**config.mk**
```make
export PLATFORM = sky130hd
export DESIGN_NAME = lane_permute_switch
export DESIGN_NICKNAME = d
export VERILOG_FILES = /design/src/rtl/lane_permute_switch.sv
export SDC_FILE = /design/constraint.sdc
export NUM_CORES = 1
export LEC_CHECK = 0
export CAP_MARGIN = 20
export CORE_UTILIZATION = 25
export CTS_CLUSTER_SIZE = 40
export DETAILED_ROUTE_END_ITERATION = 10
export PLACE_DENSITY = 0.55
export SYNTH_ARGS = -nofsm -noshare
export SYNTH_HDL_FRONTEND = slang
export SYNTH_SLANG_ARGS = --single-unit
```
**constraint.sdc**
```tcl
create_clock -name clk -period 2.3 [get_ports clk]
set_input_delay 0.46 -clock clk [delete_from_list [all_inputs] [get_ports clk]]
set_output_delay 0.46 -clock clk [all_outputs]
set_load 0.05 [all_outputs]
```
**src/rtl/lane_permute_switch.sv**
```systemverilog
// ---------------------------------------------------------------------------
// lane_permute_switch
//
// Purpose
//   Routes NUM_LANES data lanes from the buffer RAM read ports to the ALU
//   operand inputs through a programmable permutation/broadcast map:
//   output lane j takes input lane sel[j]. Duplicate selectors are legal and
//   give a broadcast.
//
//   The map is double-buffered. A new map lands in a pending slot and becomes
//   the active map only at a frame boundary. A map never changes in the middle
//   of a frame. Each beat captures the active map when it is accepted and
//   carries it down the pipe, so a beat always leaves with the map it came in
//   with.
//
//   The data path is a two-stage elastic valid/ready pipe with full
//   backpressure:
//     S1 holds {data, last, map}.
//     S2 holds the permuted result.
//   Latency is 2 cycles and throughput is 1 beat per cycle.
//
// Ports
//   clk        clock
//   rst_n      asynchronous, active-low reset
//   cfg_valid  a new map is offered on cfg_sel
//   cfg_sel    map; field j (bits j*SEL_W +: SEL_W) = source lane of out lane j
//   cfg_ready  pending map slot is empty
//   in_valid   input beat valid
//   in_last    input beat is the last of its frame
//   in_data    input lanes, lane i at bits i*DATA_W +: DATA_W
//   in_ready   input beat is taken when in_valid && in_ready
//   out_valid  output beat valid
//   out_last   in_last carried along with the beat
//   out_data   permuted lanes, lane j at bits j*DATA_W +: DATA_W
//   out_ready  downstream accepts the output beat
//   cfg_err    sticky; a selector >= NUM_LANES has been applied to a beat
// ---------------------------------------------------------------------------
module lane_permute_switch #(
    parameter  int NUM_LANES = 4,
    parameter  int DATA_W    = 64,
    localparam int SEL_W     = (NUM_LANES > 1) ? $clog2(NUM_LANES) : 1
) (
    input  logic                          clk,
    input  logic                          rst_n,

    input  logic                          cfg_valid,
    input  logic [NUM_LANES*SEL_W-1:0]    cfg_sel,
    output logic                          cfg_ready,

    input  logic                          in_valid,
    input  logic                          in_last,
    input  logic [NUM_LANES*DATA_W-1:0]   in_data,
    output logic                          in_ready,

    output logic                          out_valid,
    output logic                          out_last,
    output logic [NUM_LANES*DATA_W-1:0]   out_data,
    input  logic                          out_ready,

    output logic                          cfg_err
);

    localparam int MAP_W = NUM_LANES * SEL_W;
    localparam int BUS_W = NUM_LANES * DATA_W;

    // Identity map: sel[j] = j. This is the active map after reset.
    function automatic logic [MAP_W-1:0] identity_map();
        logic [MAP_W-1:0] m;
        m = '0;
        for (int j = 0; j < NUM_LANES; j++) begin
            m[j*SEL_W +: SEL_W] = SEL_W'(j);
        end
        return m;
    endfunction

    // -----------------------------------------------------------------------
    // State
    // -----------------------------------------------------------------------
    logic [MAP_W-1:0] active_map_reg;
    logic [MAP_W-1:0] pend_map_reg;
    logic             pend_full_reg;
    logic             in_frame_reg;

    logic             s1_valid_reg;
    logic             s1_last_reg;
    logic [BUS_W-1:0] s1_data_reg;
    logic [MAP_W-1:0] s1_map_reg;

    logic             s2_valid_reg;
    logic             s2_last_reg;
    logic [BUS_W-1:0] s2_data_reg;

    logic             cfg_err_reg;

    // -----------------------------------------------------------------------
    // Handshake and control
    // -----------------------------------------------------------------------
    logic s2_advance;
    logic in_ready_int;
    logic beat_accept;
    logic cfg_accept;
    logic map_switch;

    // S2 can take a new value when it is empty or is being drained this
    // cycle. S1 can take a new beat when it is empty or is moving into S2.
    assign s2_advance   = !s2_valid_reg || out_ready;
    assign in_ready_int = !s1_valid_reg || s2_advance;
    assign beat_accept  = in_valid && in_ready_int;
    assign cfg_accept   = cfg_valid && !pend_full_reg;

    // The pending map is promoted in two situations:
    //   - between frames, on a cycle when no beat is accepted, or
    //   - on the cycle the last beat of a frame is accepted.
    // In the second case the last beat still captures the old active map,
    // because S1 samples active_map_reg before this edge updates it.
    // cfg_accept needs an empty slot and map_switch needs a full one, so a
    // map loaded this cycle is never promoted in the same cycle.
    assign map_switch = pend_full_reg &&
                        ((!in_frame_reg && !beat_accept) ||
                         (beat_accept && in_last));

    // -----------------------------------------------------------------------
    // Lane crossbar, driven from the S1 map
    // -----------------------------------------------------------------------
    logic [BUS_W-1:0]     perm_data;
    logic [NUM_LANES-1:0] lane_range_err;

    generate
        for (genvar gi = 0; gi < NUM_LANES; gi++) begin : g_lane
            logic [SEL_W-1:0]  lane_sel;
            logic [DATA_W-1:0] lane_out;
            logic              lane_err;

            assign lane_sel = s1_map_reg[gi*SEL_W +: SEL_W];

            // One-hot compare mux over the legal sources. A selector that
            // matches no lane (only possible when NUM_LANES is not a power
            // of two) gives zero data and raises the range flag.
            always_comb begin
                lane_out = '0;
                lane_err = 1'b1;
                for (int i = 0; i < NUM_LANES; i++) begin
                    if (lane_sel == SEL_W'(i)) begin
                        lane_out = s1_data_reg[i*DATA_W +: DATA_W];
                        lane_err = 1'b0;
                    end
                end
            end

            assign perm_data[gi*DATA_W +: DATA_W] = lane_out;
            assign lane_range_err[gi]             = lane_err;
        end
    endgenerate

    // -----------------------------------------------------------------------
    // Map double buffer and frame tracking
    // -----------------------------------------------------------------------
    always_ff @(posedge clk or negedge rst_n) begin
        if (!rst_n) begin
            active_map_reg <= identity_map();
            pend_map_reg   <= '0;
            pend_full_reg  <= 1'b0;
        end else begin
            if (cfg_accept) begin
                pend_map_reg  <= cfg_sel;
                pend_full_reg <= 1'b1;
            end else if (map_switch) begin
                active_map_reg <= pend_map_reg;
                pend_full_reg  <= 1'b0;
            end
        end
    end

    // in_frame is set by a non-last beat and cleared by a last beat. A
    // one-beat frame therefore leaves it clear.
    always_ff @(posedge clk or negedge rst_n) begin
        if (!rst_n) begin
            in_frame_reg <= 1'b0;
        end else if (beat_accept) begin
            in_frame_reg <= !in_last;
        end
    end

    // -----------------------------------------------------------------------
    // Stage 1: accepted beat together with the map that was active for it
    // -----------------------------------------------------------------------
    always_ff @(posedge clk or negedge rst_n) begin
        if (!rst_n) begin
            s1_valid_reg <= 1'b0;
            s1_last_reg  <= 1'b0;
            s1_data_reg  <= '0;
            s1_map_reg   <= identity_map();
        end else if (in_ready_int) begin
            s1_valid_reg <= beat_accept;
            if (beat_accept) begin
                s1_last_reg <= in_last;
                s1_data_reg <= in_data;
                s1_map_reg  <= active_map_reg;
            end
        end
    end

    // -----------------------------------------------------------------------
    // Stage 2: output register. It is loaded only on advance, so out_* stay
    // stable while downstream stalls.
    // -----------------------------------------------------------------------
    always_ff @(posedge clk or negedge rst_n) begin
        if (!rst_n) begin
            s2_valid_reg <= 1'b0;
            s2_last_reg  <= 1'b0;
            s2_data_reg  <= '0;
        end else if (s2_advance) begin
            s2_valid_reg <= s1_valid_reg;
            if (s1_valid_reg) begin
                s2_last_reg <= s1_last_reg;
                s2_data_reg <= perm_data;
            end
        end
    end

    // Sticky range error. It is raised only when a bad selector is actually
    // applied to a beat moving from S1 to S2.
    always_ff @(posedge clk or negedge rst_n) begin
        if (!rst_n) begin
            cfg_err_reg <= 1'b0;
        end else if (s2_advance && s1_valid_reg && (|lane_range_err)) begin
            cfg_err_reg <= 1'b1;
        end
    end

    // -----------------------------------------------------------------------
    // Outputs
    // -----------------------------------------------------------------------
    assign cfg_ready = !pend_full_reg;
    assign in_ready  = in_ready_int;
    assign out_valid = s2_valid_reg;
    assign out_last  = s2_last_reg;
    assign out_data  = s2_data_reg;
    assign cfg_err   = cfg_err_reg;

endmodule
```
* Word level (Yosys, flattened, before mapping) *
Index checks and enable logic that the tools add are counted.

storage, ports and cells
  output and inout bits = 261
  logic and storage cells = 84
  input bits = 270
  register bits = 543

operators by class
  equal/unequal tests = 12
  reduce and logical (&&, ||, !) cells = 25
  muxes and demuxes = 34
  bitwise logic cells = 1

operator list
  kind                                                 number
  two-way mux 64 bit                                   16
  two-way mux 1 bit                                    18
  equality test 2 bit, second input constant           8
  equality test 2 x 1 -> 1 bit, second input constant  4
  zero test 2 bit                                      4
  logical AND 1 bit                                    7
  zero test 1 bit                                      6
  AND reduction 2 bit                                  3
  OR reduction 4 bit                                   1
  logical OR 1 bit                                     3
  nonzero test 2 bit                                   1
  inverter 1 bit                                       1

* Longest topological paths before layout *
Gate-level depths: netlist of run 1.

  word-level depth = 10
  gate-level depth with buffers = 5
  depth with buffers taken out = 4

* Worst setup path after synthesis of run 1 *
Ideal clock, no wire load.

  path type = reg-to-reg
  start point = register s2_valid_reg (netlist: out_valid)
  end point = register s1_data_reg[0]
  path slack = -0.088 ns
  clock period less this slack = 2.388 ns
  data required time = 2.175 ns
  cell stages (with the launch flop) = 6
  data arrival time = 2.263 ns
  setup time = 0.125 ns
  buffers on the path = 2
  cell sequence = dfrtp_1 -> nand3b_1 -> nand2_1 -> buf_2 -> buf_4 -> mux2_2

between the ends
  word-level cells in the longest chain between the ends = 5

ends and longest elaborated chain
  what                                    RTL line  RTL
  from (decl)                             89        logic s2_valid_reg;
  from (signal assigned)                  213       s2_valid_reg <= s1_valid_reg;
  zero test 1 bit *                       106       assign s2_advance = !s2_valid_reg || out_ready;
  logical OR 1 bit *                      106
  logical OR 1 bit *                      107       assign in_ready_int = !s1_valid_reg || s2_advance;
  named net in_ready                      53        output logic in_ready,
  logical AND 1 bit                       108       assign beat_accept = in_valid && in_ready_int;
  AND reduction 2 bit (no source line) *  -
  to (signal assigned)                    197       s1_data_reg <= in_data;
  to (decl)                               86        logic [BUS_W-1:0] s1_data_reg;

The timed path passes the listed nets; every way through them passes the cells marked *.
A chain may end at the register's enable or synchronous reset.

* Final worst setup path of run 1 *
  start point = register s2_data_reg[230] (netlist: out_data[230])
  end point = output port out_data[230]

RTL lines
  what                    RTL line  RTL
  from (decl)             91        logic [BUS_W-1:0] s2_data_reg;
  from (signal assigned)  216       s2_data_reg <= perm_data;
  to (decl)               57        output logic [NUM_LANES*DATA_W-1:0] out_data,

No word-level cell between the ends.

==> reports/results.tsv, run 1 <==
stage	metric	value	unit
die	Ports	531	
route	WL per Instance	23.9	um
yosys	Yosys top cell area share	50.9	%
global_routing	first-pass GRT wire length	124	mm
setup_path	startpoint types	register	
power	P per Cell Area	1490	mW/mm2
yosys	sequential element share of the synthesized area	51.7	%
yosys	cell count after synthesis	1464	
placed_design	total placed cells including tap cells	3367	
outcome	status	complete, no violations	
placed_design	IO Port Bufs	530	
route	starting DRC count in detailed routing	738	
setup_path	Req. time, crit path	1.84	ns
finish	final cell count without fillers	3496	
timing	count of final hold-check violations	0	
setup_path	critical-path cell with the highest stage delay	clkdlybuf4s50_1	
cts	Worst-path clk slew	0.06	ns
route	First-pass DRT Iterations	4	
timing	FMAX	447	MHz
finish	Finished Cell Area	0.0362	mm2
setup_path	crit-path max FO	2	
timing	final setup fails	0	
finish	# fillers	10000	
die	Initial Util	25.3	%
global_routing	initial antenna violation count	15	
cts	CTS root buffer	clkbuf_16	
timing	worst-margin pin slew	0.849	ns
power	Sw Share	41.9	%
yosys	#FFs+latches synth	543	
setup_path	CP Class	register to output pin	
power	power share of the sequential group	28.7	%
global_routing	Global Route Usage Sum	15.7	%
finish	fin util	34.8	%
timing	unrepaired setup endpoints after global routing	no	
die	chip height	326	um
route	Via density	4.68	
yosys	Post-Syn Area per Cell	18.0	um2
route	ANT nets after route	0	
route	vias post-DR	16300	
power	Psw	22.6	mW
setup_path	Critical Path AT	1.78	ns
cts	CTS tree	yes	
die	CORE AREA	0.104	mm2
setup_path	critical path depth	1	
cts	clk sinks	543	
power	Internal Power	31.4	mW
setup_path	Crit path largest cell delay	0.81	ns
finish	share of cells above drive strength 1	49.0	%
setup_path	Critical path buffers and inverters	1	
yosys	library cells used by synthesis	18	
setup_path	critical path's top delay family	buffers and inverters	
route	# DRC	0	
placed_design	Post-DP HPWL	59.4	mm
setup_path	CP cell instances	clkdlybuf4s50_1	
die	Std-Cell Rows	118	
yosys	most common cell in the netlist	mux2_2	
timing	Final Max Tran Viols	0	
global_routing	largest net degree at the start of global routing	97	
min_path	hold crit path type	input pin to async pin	
timing	setup_tns	0	ns
placed_design	post-placement cell area	0.0340	mm2
timing	relative slew slack	43.4	%
yosys	Post-synth top cells	mux2_2 (538), dfrtp_1 (535), mux4_2 (256), buf_2 (62), buf_4 (25)	
yosys	Top FF cell, synth	dfrtp_1	
route	Routed WL	83.4	mm
yosys	largest cells by area after synthesis	dfrtp_1 (51%), mux2_2 (23%), mux4_2 (22%)	
setup_path	CP endpoint kind	output pin	
global_routing	number of global-route vias before repair	18400	
cts	H-tree lvl count	3	
run	max-cap viol count	0	
cts	TritonCTS Buffers	69	
timing	minimum clock period	2.24	ns
yosys	Yosys Warn Count	0	
finish	area grow syn2layout	37.7	%
yosys	synthesized area	0.0263	mm2
power	leakage power	14.6	nW
die	chip width	326	um
power	Logic pwr share	50.5	%
setup_path	R2R depth	3	
yosys	Post-Synthesis Net Count	1734	
yosys	number of flops mapped to enable cells by yosys	0	
power	clock power share	20.9	%
timing	Max Clock Skew	0.0180	ns
die	die area	0.106	mm2
cts	worst-case clock buffer depth	3	
global_routing	GR Overflow Total	0	
power	worst vdd ir	906	uV
yosys	ys async rst share	100	%
finish	final net count	2329	
timing	crit share post-route	97.3	%
cts	clock network latency to the later pin of the worst-skew pair	0.62	ns
placed_design	Final GP Congestion	0.793	
yosys	Synth area leader	dfrtp_1	
stage by stage:
| step | hold WS [ns] | setup WS, ns | power [mW] |
|---|---|---|---|
| after floorplan | 0.164 | 0.102 | 34.0 |
| after global placement | 0.384 | 0.0307 | 44.2 |
| after detailed placement | 0.387 | 0.0554 | 44.5 |
| after CTS | 0.296 | 0.000301 | 54.9 |
| after global routing | 0.319 | 0.000858 | 56.5 |
| final | 0.342 | 0.0615 | 54.0 |
layout make-up:
cell class,count,area [um2],area share (%)
Sequential cell,543,13600,37.7
Antenna cell,5,12.5,0.0346
Timing Repair Buffer,639,6560,18.1
Tap cell,1380,1730,4.77
Inverter,1,3.75,0.0104
Multi-Input combinational cell,805,11900,32.9
Clock inverter,18,292,0.805
Clock buffer,105,2060,5.68
power groups by stage:
stage                     registers [mW]  clock network (mW)  logic, mW
after CTS                           15.6                11.6       27.7
final                               15.5                11.3       27.3
after global routing                16.0                12.0       28.6
after floorplan                     22.9                   0       11.1
after detailed placement            15.7                   0       28.7
after global placement              15.6                   0       28.7
routing by layer:
metal  vias to the layer above  wire [um]  track usage [%]
met5                         -        129                0
met4                        20       2300             5.29
met3                       146       5860             5.13
met2                       476      42000             26.4
met1                      8762      33200             18.9
li1                       6940          -                -
kinds of logic after synthesis:
group,Yosys count,synth area share (%)
AOI/OAI and AO/OA,4,0.133
muxes,794,45.0
buffers and inverters,116,2.99
DFF,543,51.7
and+or+nand+nor,7,0.152
worst paths after layout:
check                                          startpoint                         to  slack, ns
worst max-delay path            out_data[230]$_DFFE_PN0P_              out_data[230]       0.06
worst min-delay path                                rst_n    out_data[9]$_DFFE_PN0P_       0.34
worst max register to register  s1_map_reg[1]$_DFFE_PN0P_   out_data[24]$_DFFE_PN0P_       0.26
worst min register to register        cfg_err$_DFFE_PN0P_        cfg_err$_DFFE_PN0P_       0.42
max in group asynchronous                           rst_n  out_data[234]$_DFFE_PN0P_       1.05
min in group clk                      cfg_err$_DFFE_PN0P_        cfg_err$_DFFE_PN0P_       0.42
layout by cell type, fill, tap and decap left out, drive strengths merged, types with 7 or more instances in the layout:
| master | instances |
|---|---|
| bufinv | 7 |
| dfstp | 8 |
| clkdlybuf4s50 | 316 |
| dfrtp | 535 |
| buf | 121 |
| clkinv | 7 |
| dlygate4sd2 | 174 |
| mux2 | 538 |
| mux4 | 256 |
| dlymetal6s2s | 27 |
| clkbuf | 105 |
timing repair:
item,4_1_cts,5_1_grt
hold endpoints to repair,29,0
hold buffers,1,0
endpoints found under the setup margin,174,27
gates resized for setup,174,27
buffers inserted,0,0
No activity file was read; power rests on OpenSTA's default activity.
==> run 2: changes to the inputs <==
--- a/config.mk
+++ b/config.mk
@@ -9,6 +9,7 @@
 export CORE_UTILIZATION = 25
 export CTS_CLUSTER_SIZE = 40
 export DETAILED_ROUTE_END_ITERATION = 10
+export GPL_TIMING_DRIVEN = 0
 export PLACE_DENSITY = 0.55
 export SYNTH_ARGS = -nofsm -noshare
 export SYNTH_HDL_FRONTEND = slang
==> run 2 against run 1 <==
Combinational power about the same. Fmax fell by 0.24%. First-iteration DRC count up 8.8%. Sequential power decreased by 3%. Via count increased by 2.4%. Non-clock buffer count up 13. Global-route usage is 2.5 points higher. Clock power hardly changed. Critical path type unchanged. Largest power group unchanged.
==> reports/results.tsv, run 2 (same netlist as run 1, synthesis figures left out) <==
stage	metric	value	unit	change
timing	crit share post-route	97.6	%	+0.23 points
finish	final cell count without fillers	3519		+0.66%
setup_path	critical path's top delay family	buffers and inverters		
min_path	hold crit path type	input pin to async pin		
timing	FMAX	446	MHz	-0.24%
timing	relative slew slack	37.7	%	-5.7 points
route	Via density	4.76		+1.7%
global_routing	GR Overflow Total	0		unchanged
placed_design	Post-DP HPWL	68.6	mm	+15%
timing	worst hold slack	0.322	ns	-0.0203 ns
route	starting DRC count in detailed routing	803		+8.8%
setup_path	Critical path buffers and inverters	1		unchanged
setup_path	CP endpoint kind	output pin		
power	leakage power	14.5	nW	-0.92%
die	Std-Cell Rows	118		unchanged
cts	clk sinks	543		unchanged
route	vias post-DR	16700		+2.4%
die	Ports	531		unchanged
outcome	status	complete, no violations		
placed_design	total placed cells including tap cells	3379		+0.36%
global_routing	Global Route Usage Sum	18.3	%	+2.5 points
die	chip width	326	um	unchanged
placed_design	worst slack, placed	-0.732	ns	-0.788 ns
route	First-pass DRT Iterations	5		+1
cts	postcts setup bufs	0		unchanged
timing	unrepaired setup endpoints after global routing	yes		
setup_path	Critical Path AT	1.78	ns	about the same
timing	minimum clock period	2.24	ns	+0.00530 ns
die	chip height	326	um	unchanged
setup_path	Crit path largest cell delay	0.81	ns	about the same
global_routing	number of global-route vias before repair	18300		-0.45%
cts	CTS tree	yes		
die	CORE AREA	0.104	mm2	unchanged
setup_path	crit-path max FO	2		unchanged
power	P per Cell Area	1510	mW/mm2	+1.3%
power	Sw Share	42.9	%	+1.0 points
setup_path	CP Class	register to output pin		
timing	Max Clock Skew	0.0258	ns	+0.00789 ns
finish	final net count	2344		+0.64%
timing	final setup fails	0		unchanged
finish	# fillers	10000		+0.16%
cts	clock network latency to the later pin of the worst-skew pair	0.64	ns	+0.02 ns
power	Logic pwr share	50.8	%	+0.3 points
route	ANT nets after route	0		unchanged
route	# DRC	0		unchanged
timing	count of final hold-check violations	0		unchanged
timing	Final Max Tran Viols	0		unchanged
die	Initial Util	25.3	%	unchanged
finish	area grow syn2layout	35.9	%	
global_routing	largest net degree at the start of global routing	117		+21%
cts	TritonCTS Buffers	71		+2.9%
global_routing	first-pass GRT wire length	139	mm	+12%
timing	worst setup margin	0.0562	ns	-0.00530 ns
setup_path	startpoint types	register		
placed_design	IO Port Bufs	530		unchanged
power	power share of the sequential group	28.0	%	-0.7 points
power	clock power share	21.2	%	+0.3 points
cts	Worst-path clk slew	0.06	ns	about the same
global_routing	initial antenna violation count	28		+13
placed_design	Final GP Congestion	0.808		+1.9%
setup_path	Req. time, crit path	1.84	ns	about the same
finish	commonest non-fill, non-tap cell in the layout	mux2_2		
cts	H-tree lvl count	3		unchanged
cts	CTS root buffer	clkbuf_16		
power	Internal Power	30.8	mW	-1.8%
cts	worst-case clock buffer depth	3		unchanged
finish	share of cells above drive strength 1	48.7	%	-0.32 points
route	Routed WL	97.2	mm	+17%
timing	worst-margin pin slew	0.934	ns	+0.0853 ns
run	max-cap viol count	0		unchanged
finish	most frequent cells in the layout	mux2_2 (538), dfrtp_1 (534), clkdlybuf4s50_1 (290), mux4_2 (256), dlygate4sd2_1 (213)		
setup_path	critical-path cell with the highest stage delay	clkdlybuf4s50_1		
route	WL per Instance	27.6	um	+16%
setup_path	CP cell instances	clkdlybuf4s50_1		
die	die area	0.106	mm2	unchanged
power	Psw	23.2	mW	+2.5%
setup_path	Worst R2R Setup Slack	0.06	ns	-0.20 ns
power	worst vdd ir	910	uV	+0.46%
-- run 2: layout make-up --
class / count / area (um2) / area share, %
tap: 1380 / 1730 / 4.83
multi-input combinational: 805 / 11900 / 33.3
sequential: 543 / 13600 / 38.1
antenna: 12 / 30.0 / 0.0841
timing repair buffer: 537 / 5280 / 14.8
clock buffer: 106 / 2110 / 5.91
clock inverter: 20 / 280 / 0.785
buffer: 115 / 793 / 2.22
inverter: 1 / 3.75 / 0.0105
-- run 2: what timing repair did --
action,in CTS,in global routing
setup endpoints to repair,407,222
pin swaps,0,0
hold endpoints to repair,69,0
gates resized for setup,219,30
cloned,0,1
hold buffers,1,0
-- run 2: path summary, 6_finish.rpt --
path,from,endpoint,cells past startpoint
worst min register to register,cfg_err$_DFFE_PN0P_,cfg_err$_DFFE_PN0P_,1
min in group clk,in_data[247],s1_data_reg[247]$_DFFE_PN0P_,2
worst max register to register,s1_map_reg[7]$_DFFE_PN1P_,out_data[250]$_DFFE_PN0P_,4
worst max-delay path,out_data[74]$_DFFE_PN0P_,out_data[74],1
worst min-delay path,rst_n,cfg_err$_DFFE_PN0P_,2
max in group asynchronous,rst_n,out_data[50]$_DFFE_PN0P_,5
-- run 2: through the flow --
stage / instance area, um2 / total power [mW] / TNS, ns / util, %
floorplan: 26300 / 34.0 / 0 / -
global placement: 33300 / 44.4 / - / 32.1
detailed placement: 33500 / 44.5 / -282.61 / 32.2
CTS: 35600 / 54.9 / 0 / 34.2
global route: 35700 / 56.4 / -0.0118 / 34.4
finish: 35700 / 54.0 / 0 / 34.4
-- run 2: worst register-to-register path, stage by stage, from the launching register on --
cell and delay [ns]:
dfstp_2 0.53, buf_2 0.44, buf_2 0.48, mux4_2 0.40, mux2_2 0.27
-- run 2: power groups by stage --
stage,Sequential (mW),Clock [mW],Combinational (mW)
2_1_floorplan,22.9,0,11.1
3_3_place_gp,15.2,0,29.1
3_5_place_dp,15.3,0,29.2
4_1_cts,15.1,11.8,28.0
5_1_grt,15.5,12.2,28.7
6_report,15.1,11.5,27.4
-- run 2: routing by layer --
| layer | share of wire [%] | track usage, % |
|---|---|---|
| met2 | 50 | 30.6 |
| met3 | 6.4 | 5.41 |
| met4 | 3.2 | 6.83 |
| met1 | 40 | 22.1 |
| met5 | 0.14 | 0 |
==> RTL change, RTL diff (config.mk and constraints of run 2) <==
Put one more register stage on the output `cfg_err`, cleared by the reset. The value now appears one clock later. The other outputs are not delayed to match.
--- a/src/rtl/lane_permute_switch.sv
+++ b/src/rtl/lane_permute_switch.sv
@@ -237,5 +237,11 @@
     assign out_last  = s2_last_reg;
     assign out_data  = s2_data_reg;
-    assign cfg_err   = cfg_err_reg;
+    always_ff @(posedge clk or negedge rst_n) begin
+        if (!rst_n) begin
+            cfg_err <= '0;
+        end else begin
+            cfg_err <= cfg_err_reg;
+        end
+    end
 
 endmodule
Check against the original RTL: no difference found for any inputs over 4 cycles, from zero or initial values and one cycle with rst_n low; that may be too few to reach the edited logic, so the function may still have changed.
==> RTL change against run 2 <==
Synthesized area barely moved; core utilization fell by 0.073 points; worst hold slack improved by 0.056 ns; sequential cell count rose by 1; first-iteration DRC count rose by 14%; synthesized cell count barely moved; die area barely moved; power fell by 0.14%; setup slack got worse by 0.043 ns; final area fell by 0.21%; wire length fell by 0.12%; largest power group unchanged.
==> RTL change: results (changes against run 2) <==
The startpoint identified for the worst register-to-register timing path is s1_map_reg[5]. The flow ran to the end, and the final reports show no timing, DRC or antenna violations. The number of design-rule violations left by the first detailed-router iteration came out at 912 (+14%). The maximum fanout count along the critical path is 10 (+8). The via count is 16867 (+0.80%).

The leakage dissipation came out at 0.01432 uW (-1.3%). The compound-cell area share of the yosys netlist is 0.001332 (about the same). The slew at the pin closest to its max-slew limit came out at 0.9544 ns (+0.02013 ns). The synthesized netlist net count is 1735 (+0.058%). The met2 track demand over resource in global routing came out at 0.3083 (+0.002539). The number of synthesis warnings came to 0 (unchanged).

The critical register-to-register path endpoint is out_data[154]. The largest net degree at the start of global routing came out at 119 (+1.7%). The overall routed net length is 97120 um (-0.12%). The worst clock skew was 0.02395 ns (-0.001889 ns). The post-CTS setup buffer count came out at 0 (unchanged). The global-route usage over all layers came to 0.1817 (-0.0009519). The ratio of cells with drive above 1 in the final layout was 0.4885 (+0.001881).

The routed length on met3 came out at 6107 um (-1.7%). The met1 track utilization from global routing is 0.2258 (+0.004518). The weighted congestion reported at the end of routability-driven placement came out at 0.8474 (+4.9%). The top routing layer in use is met5. The global routing usage on met3 is 0.04803 (-0.006072). The buffer type at the clock tree root is clkbuf_16. The worst-case setup slack after placement is -0.6416 ns (+0.09058 ns).

The multiplexer area fraction after synthesis is 0.4494 (about the same). The min-delay analysis places its worst path in the category register to register. The number of I/O port buffers came out at 530 (unchanged). The iteration count of the initial detailed-routing pass is 4 (-1). The final HPWL from detailed placement is 69180 um (+0.80%). The worst IR drop on VDD came out at 0.8781 mV (-3.5%).

Ranked by instance count, the synthesized netlist is headed by mux2_2 (538), dfrtp_1 (536), mux4_2 (256), buf_2 (62), buf_4 (25). The count of filler cells inserted in the layout came out at 10146 (+1.0%). Yosys attributes the largest share of cell area to dfrtp_1 (51%), mux2_2 (23%), mux4_2 (22%). The wire length of the first global-routing pass came out at 138900 um (about the same). The worst path arrival time is 2.81 ns (+1.03 ns). The register area share after synthesis is 0.5178 (about the same).

The initial antenna violation count came out at 21 (-25%). The slack of the worst reg-to-reg path is 0.01 ns (-0.04 ns). The post-layout net count came out at 2345 (+0.043%). The via count of the first global-routing pass is 18492 (+1.1%). The met1 layer wirelength in the final routing is 39760 um (+1.8%). The routed length on met2 is 48860 um (+0.31%).
## RTL change: worst max-delay path by stage
stage,start,endpoint,slack [ns]
final,s1_map_reg[5],out_data[154],0.01
after global routing,out_data[39],out_data[39],0.0009
after CTS,out_data[243],out_data[243],0.0005
after detailed placement,out_ready,s1_data_reg[240],-0.64
after global placement,rst_n,out_valid,-26.61
after floorplan,out_valid,s1_data_reg[0],0.10
## RTL change: stage by stage
stage | hold WS, ns | cells | area [um^2] | power (uW)
2_1_floorplan | 0.1644 | 1465 | 26310 | 33990
3_3_place_gp | 0.3588 | 3375 | 33340 | 44350
3_5_place_dp | 0.3715 | 3380 | 33480 | 44540
4_1_cts | 0.3676 | 3507 | 35610 | 54720
5_1_grt | 0.3939 | 3513 | 35640 | 56250
6_report | 0.3777 | 3516 | 35650 | 53930
## RTL change: critical path, cell delays in order, from the launching register on
cell and delay (ns):
dfstp_2 0.54, buf_2 0.43, buf_2 0.45, mux4_2 0.45
mux2_2 0.29
## RTL change: cells by family (layout without fill, tap and decap cells)
family | after synthesis | in the layout
AOI/OAI and AO/OA | 4 | 4
buffers and inverters | 116 | 778
DFF | 544 | 544
muxes | 794 | 794
other | 0 | 9
and+or+nand+nor | 7 | 7
## RTL change: final cells by class
cell class	count	area (um^2)	area share
multi-input cells	805	11900	0.3338
well taps	1380	1727	0.04844
clock inverters	27	306.5	0.008600
flip-flops and latches	544	13620	0.3822
diodes	9	22.52	0.0006318
inverters	1	3.754	0.0001053
clock buffers	98	2038	0.05718
repair buffers	537	5235	0.1469
plain buffers	115	790.8	0.02218
## RTL change: repair_timing
action	CTS	global route
hold endpoints to repair	54	0
resized for setup	218	5
cloned	0	0
hold buffers	2	0
setup endpoints to repair	223	56
## RTL change: power by group
group,switching (uW),internal [uW]
sequential,2220,12900
clock,4580,6680
combinational,16600,11000
